<file path="src/rtl/emb_pkg.sv">
// Shared types and constants for the embedded serial blocks.
package emb_pkg;

    localparam int unsigned DefaultWidth = 8;

    typedef enum logic [1:0] {
        StIdle  = 2'd0,
        StShift = 2'd1,
        StDone  = 2'd2
    } piso_state_e;

endpackage

</file>
<file path="src/rtl/piso_bit_counter.sv">
// Bit counter for the PISO transmitter: synchronous clear, count enable,
// terminal count when the last bit of a word is on the line.
module piso_bit_counter
    import emb_pkg::*;
#(
    parameter int unsigned WIDTH = DefaultWidth
) (
    input  logic clk,
    input  logic rst_n,
    input  logic clear,
    input  logic enable,
    output logic tc
);

    // One spare bit so the final increment to WIDTH never wraps.
    localparam int unsigned CntW = $clog2(WIDTH) + 1;

    logic [CntW-1:0] cnt_q;

    always_ff @(posedge clk or negedge rst_n) begin
        if (!rst_n) begin
            cnt_q <= '0;
        end else if (clear) begin
            cnt_q <= '0;
        end else if (enable) begin
            cnt_q <= cnt_q + CntW'(1);
        end
    end

    assign tc = (cnt_q == CntW'(WIDTH - 1));

endmodule

</file>
<file path="src/rtl/piso_shift_tx.sv">
// Parallel-in serial-out transmitter: accepts a word in IDLE, shifts it out
// one bit per cycle, then pulses done for one cycle before returning to IDLE.
module piso_shift_tx
    import emb_pkg::*;
#(
    parameter int unsigned WIDTH     = DefaultWidth,
    parameter bit          MSB_FIRST = 1'b1
) (
    input  logic             clk,
    input  logic             rst_n,
    input  logic             load_valid,
    input  logic [WIDTH-1:0] load_data,
    output logic             load_ready,
    output logic             sout,
    output logic             sout_valid,
    output logic             done
);

    piso_state_e      state_q;
    logic [WIDTH-1:0] sreg_q;
    logic [WIDTH-1:0] sreg_shifted;
    logic             first_bit;
    logic             next_bit;
    logic             accept;
    logic             cnt_clear;
    logic             cnt_enable;
    logic             cnt_tc;

    // first_bit is the output-end bit of an incoming word, next_bit the one
    // that reaches the output end after the current shift.
    always_comb begin
        if (MSB_FIRST) begin
            sreg_shifted = {sreg_q[WIDTH-2:0], 1'b0};
            first_bit    = load_data[WIDTH-1];
            next_bit     = sreg_q[WIDTH-2];
        end else begin
            sreg_shifted = {1'b0, sreg_q[WIDTH-1:1]};
            first_bit    = load_data[0];
            next_bit     = sreg_q[1];
        end
    end

    assign accept     = (state_q == StIdle) && load_valid;
    assign cnt_clear  = accept || (state_q == StDone);
    assign cnt_enable = (state_q == StShift);

    piso_bit_counter #(
        .WIDTH (WIDTH)
    ) u_bit_counter (
        .clk    (clk),
        .rst_n  (rst_n),
        .clear  (cnt_clear),
        .enable (cnt_enable),
        .tc     (cnt_tc)
    );

    always_ff @(posedge clk or negedge rst_n) begin
        if (!rst_n) begin
            state_q    <= StIdle;
            sreg_q     <= '0;
            load_ready <= 1'b1;
            sout       <= 1'b0;
            sout_valid <= 1'b0;
            done       <= 1'b0;
        end else begin
            case (state_q)
                StIdle: begin
                    if (load_valid) begin
                        state_q    <= StShift;
                        sreg_q     <= load_data;
                        load_ready <= 1'b0;
                        sout_valid <= 1'b1;
                        sout       <= first_bit;
                    end
                end
                StShift: begin
                    sreg_q <= sreg_shifted;
                    if (cnt_tc) begin
                        state_q    <= StDone;
                        sout_valid <= 1'b0;
                        sout       <= 1'b0;
                        done       <= 1'b1;
                    end else begin
                        sout <= next_bit;
                    end
                end
                StDone: begin
                    state_q    <= StIdle;
                    done       <= 1'b0;
                    load_ready <= 1'b1;
                end
                default: begin
                    state_q    <= StIdle;
                    sreg_q     <= '0;
                    load_ready <= 1'b1;
                    sout       <= 1'b0;
                    sout_valid <= 1'b0;
                    done       <= 1'b0;
                end
            endcase
        end
    end

endmodule
</file>
<file path="config.mk">
export PLATFORM = sky130hd
export DESIGN_NAME = piso_shift_tx
export DESIGN_NICKNAME = d
export VERILOG_FILES = /design/src/rtl/emb_pkg.sv /design/src/rtl/piso_bit_counter.sv /design/src/rtl/piso_shift_tx.sv
export SDC_FILE = /design/constraint.sdc
export NUM_CORES = 1
export LEC_CHECK = 0
export BUFFER_PORTS_ARGS = -buffer_cell sky130_fd_sc_hd__buf_2
export CAP_MARGIN = 20
export CORE_MARGIN = 2
export CORE_UTILIZATION = 55
export CTS_CLUSTER_SIZE = 16
export DETAILED_ROUTE_END_ITERATION = 10
export GPL_TIMING_DRIVEN = 1
export PLACE_DENSITY = 0.79
export SYNTH_ARGS = -nofsm -noshare
export SYNTH_HDL_FRONTEND = slang
export SYNTH_SLANG_ARGS = --single-unit
export TNS_END_PERCENT = 50
</file>
<file path="constraint.sdc">
create_clock -name clk -period 2 [get_ports clk]
set_clock_uncertainty 0.05 [all_clocks]
set_input_delay 0 -clock clk [delete_from_list [all_inputs] [get_ports clk]]
set_output_delay 0 -clock clk [all_outputs]
set_load 0.02 [all_outputs]
</file>
==> results.py <==
metrics = {
    "global_route": {
        "grt_pass1_wl_um": 2820,
        "globalRouteTotalUtil": 0.205,
        "grt_max_degree": 24,
        "antenna_found_initial": 0,
        "overflow": 0,
        "grt_pass1_vias": 639,
    },
    "layout": {
        "drive_gt1_frac": 0.262,
        "stdcell_count": 119,
        "utilization": 0.667,
        "syn_to_final_growth_pct": 15.6,
        "final_cell_mix": "dfrtp_1 (16), buf_2 (14), nand2_1 (11)",
        "finalNetCount": 116,
        "layout_commonest_cell": "dfrtp_1",
        "n_fill_cell": 122,
        "n_antenna_cell": 0,
    },
    "worst_setup_path": {
        "r2r_end": "sreg_q[1]",
        "slowest_stage": "dfrtp_1",
        "end_kind": "register",
        "crit_family": "flip-flops",
        "critical_path.startpoint_type": "register",
        "critical_path.max_stage_delay_ns": 0.80,
        "worstRegToRegCells": 3,
        "cp_max_fo": 23,
        "critPathRequiredTime_ns": 2.14,
        "cp_num_buf_inv": 1,
        "reg2reg_slack_ns": 0.48,
        "path_cells": "buf_4 -> o21ai_1 -> a22o_1",
        "r2r_start": "state_q[0]",
        "cp.arrival_ns": 1.66,
        "critical_path_class": "register to register",
    },
    "floorplan": {
        "die_y_um": 43.5,
        "fp.dieArea_um2": 1900,
        "num_rows": 14,
        "die_w_um": 43.5,
        "design.core.area_um2": 1490,
        "io_pins": 15,
        "start_util": 0.577,
    },
    "timing": {
        "hold_violations": 0,
        "holdWs_ns": 0.0323,
        "period_minus_slack_ns": 1.52,
        "setup_viol": 0,
        "tightestPinTransition_ns": 0.680,
        "fin_crit_sh": 0.762,
        "drv_slew": 0,
        "timing.slew.headroom": 0.546,
        "rsz0062_at_grt": "no",
        "final.setup.tns_ns": 0,
        "fmax_mhz": 656,
    },
    "logic_synthesis": {
        "synthSimpleGateAreaFrac": 0.156,
        "synth_ff_type": "dfrtp_1",
        "synth-compound-area-share": 0.243,
        "avgSynthCellArea_um2": 10.2,
        "yosysSeqAreaShare": 0.496,
        "synthXorXnorAreaFrac": 0,
        "synth.distinct_cells": 35,
        "netlist_instances": 84,
        "synth_top_family_by_area": "compound AO/OA/AOI/OAI gates",
        "syn-num-nets": 96,
        "synthesis.area_um2": 860,
        "synthArstFlopShare": 1.00,
        "synthAdderAreaFrac": 0.0146,
        "yosysWarnings": 0,
        "synth_mux_area_frac": 0.0233,
        "synth-edff-count": 0,
        "synth_seq_cells": 17,
    },
    "pwr": {
        "peakVddDrop_mv": 0.962,
        "cellPowerDensity_nw_per_um2": 1420,
        "p_total_w": 0.00141,
        "p_leak_nw": 0.460,
    },
    "clock_tree": {
        "clock-root-buffer": "clkbuf_4",
        "cts.sinks": 17,
        "cts_tree": "yes",
        "cts_resized": 0,
        "clockBufferDepth": 2,
        "postCtsSetupRepairBufs": 0,
        "path_clk_slew_ns": 0.10,
        "cts_made_buffers": 3,
        "clk_latency_ns": 0.29,
        "htree_levels": 1,
    },
    "min_path": {
        "hold_end": "sreg_q[3]",
        "hold_path.startpoint": "load_data[3]",
        "hp-class": "input pin to register",
        "whs_path_depth": 4,
    },
    "status": {
        "status": "complete, no violations",
    },
    "placed_design": {
        "hpwl_um": 1130,
        "portBuffers": 14,
        "place_inst": 111,
        "place.gp.congestion": 0.761,
    },
    "route": {
        "postRouteAntennaNets": 0,
        "vias_per_cell": 5.73,
        "wire_per_inst_um": 13.6,
        "drtPass1Iterations": 4,
        "drt_iter0_drc": 18,
        "routed-via-count": 682,
        "drc": 0,
        "totalWireLength_um": 1620,
    },
    "flow_run": {
        "maxCapViolCount": 0,
    },
}
cell type report:
class / instances / area [µm²] / area share
flip-flops and latches: 17 / 427 / 0.429
multi-input cells: 57 / 375 / 0.378
repair buffers: 20 / 125 / 0.126
clock buffers: 3 / 22.5 / 0.0227
well taps: 16 / 20.0 / 0.0202
inverters: 5 / 18.8 / 0.0189
clock inverters: 1 / 5.00 / 0.00504
sequential cells by signal, summed over array words and instances (netlist names):
register             flops
sout_valid               1
u_bit_counter.cnt_q      4
state_q                  2
sout                     1
load_ready               1
done                     1
sreg_q                   7
worst max path at each step:
stage / endpoint / startpoint / depth (start not counted) / slack, ns
after floorplan: u_bit_counter.cnt_q[1] / u_bit_counter.cnt_q[0] / 3 / 0.83
after global placement: sreg_q[1] / state_q[0] / 3 / 0.52
after detailed placement: sreg_q[1] / state_q[0] / 3 / 0.49
after CTS: sreg_q[1] / state_q[0] / 3 / 0.47
after global routing: sreg_q[1] / state_q[0] / 4 / 0.38
final: sreg_q[1] / state_q[0] / 3 / 0.48
repair_timing:
action,4_1_cts,5_1_grt
setup endpoints to repair,0,0
hold buffers,4,0
hold endpoints to repair,20,0
worst min-delay path, delay by kind of cell:
family,cells,cell delay (ns)
AO/OA/AOI/OAI,2,0.23
buffers and inverters,1,0.08
AND/OR/NAND/NOR,1,0.04
stage by stage:
stage               setup slack [ns]  area, µm²
floorplan                      0.831        860
global placement               0.524        926
detailed placement             0.493        926
CTS                            0.472        993
global route                   0.382        993
finish                         0.476        993
logic make-up (layout without fill, tap and decap cells):
logic type                 count (synthesis)  in the layout
and+or+nand+nor                           26             26
adders and majority gates                  1              1
DFF                                       17             17
AOI/OAI and AO/OA                         28             28
muxes                                      2              2
buffers and inverters                     10             29
synthesized netlist by cell type, types with 2 or more instances:
| master | instances | area (µm²) |
|---|---|---|
| nor3b_1 | 2 | 15.0 |
| inv_1 | 3 | 11.3 |
| buf_4 | 3 | 22.5 |
| o21ai_1 | 5 | 25.0 |
| a22o_1 | 5 | 43.8 |
| o2bb2ai_1 | 2 | 17.5 |
| a21oi_1 | 4 | 20.0 |
| dfrtp_1 | 16 | 400 |
| nand3_1 | 3 | 15.0 |
| o21ai_0 | 2 | 10.0 |
| mux2i_1 | 2 | 20.0 |
| nor2_1 | 3 | 11.3 |
| nand2_1 | 11 | 41.3 |
| inv_2 | 2 | 7.51 |
report_power, final:
group | switching, W | internal, W | total (W)
logic | 0.000287 | 0.000283 | 0.000569
registers | 0.000165 | 0.000492 | 0.000657
clock network | 0.000113 | 0.0000743 | 0.000187
metal layers:
layer / part of all wire / track usage / vias to the layer above
met5: 0 / 0 / -
met4: 0.011 / 0.109 / 0
met3: 0.041 / 0.0375 / 2
met2: 0.49 / 0.322 / 18
met1: 0.46 / 0.271 / 321
li1: - / - / 341
No activity file was read; power rests on OpenSTA's default activity.
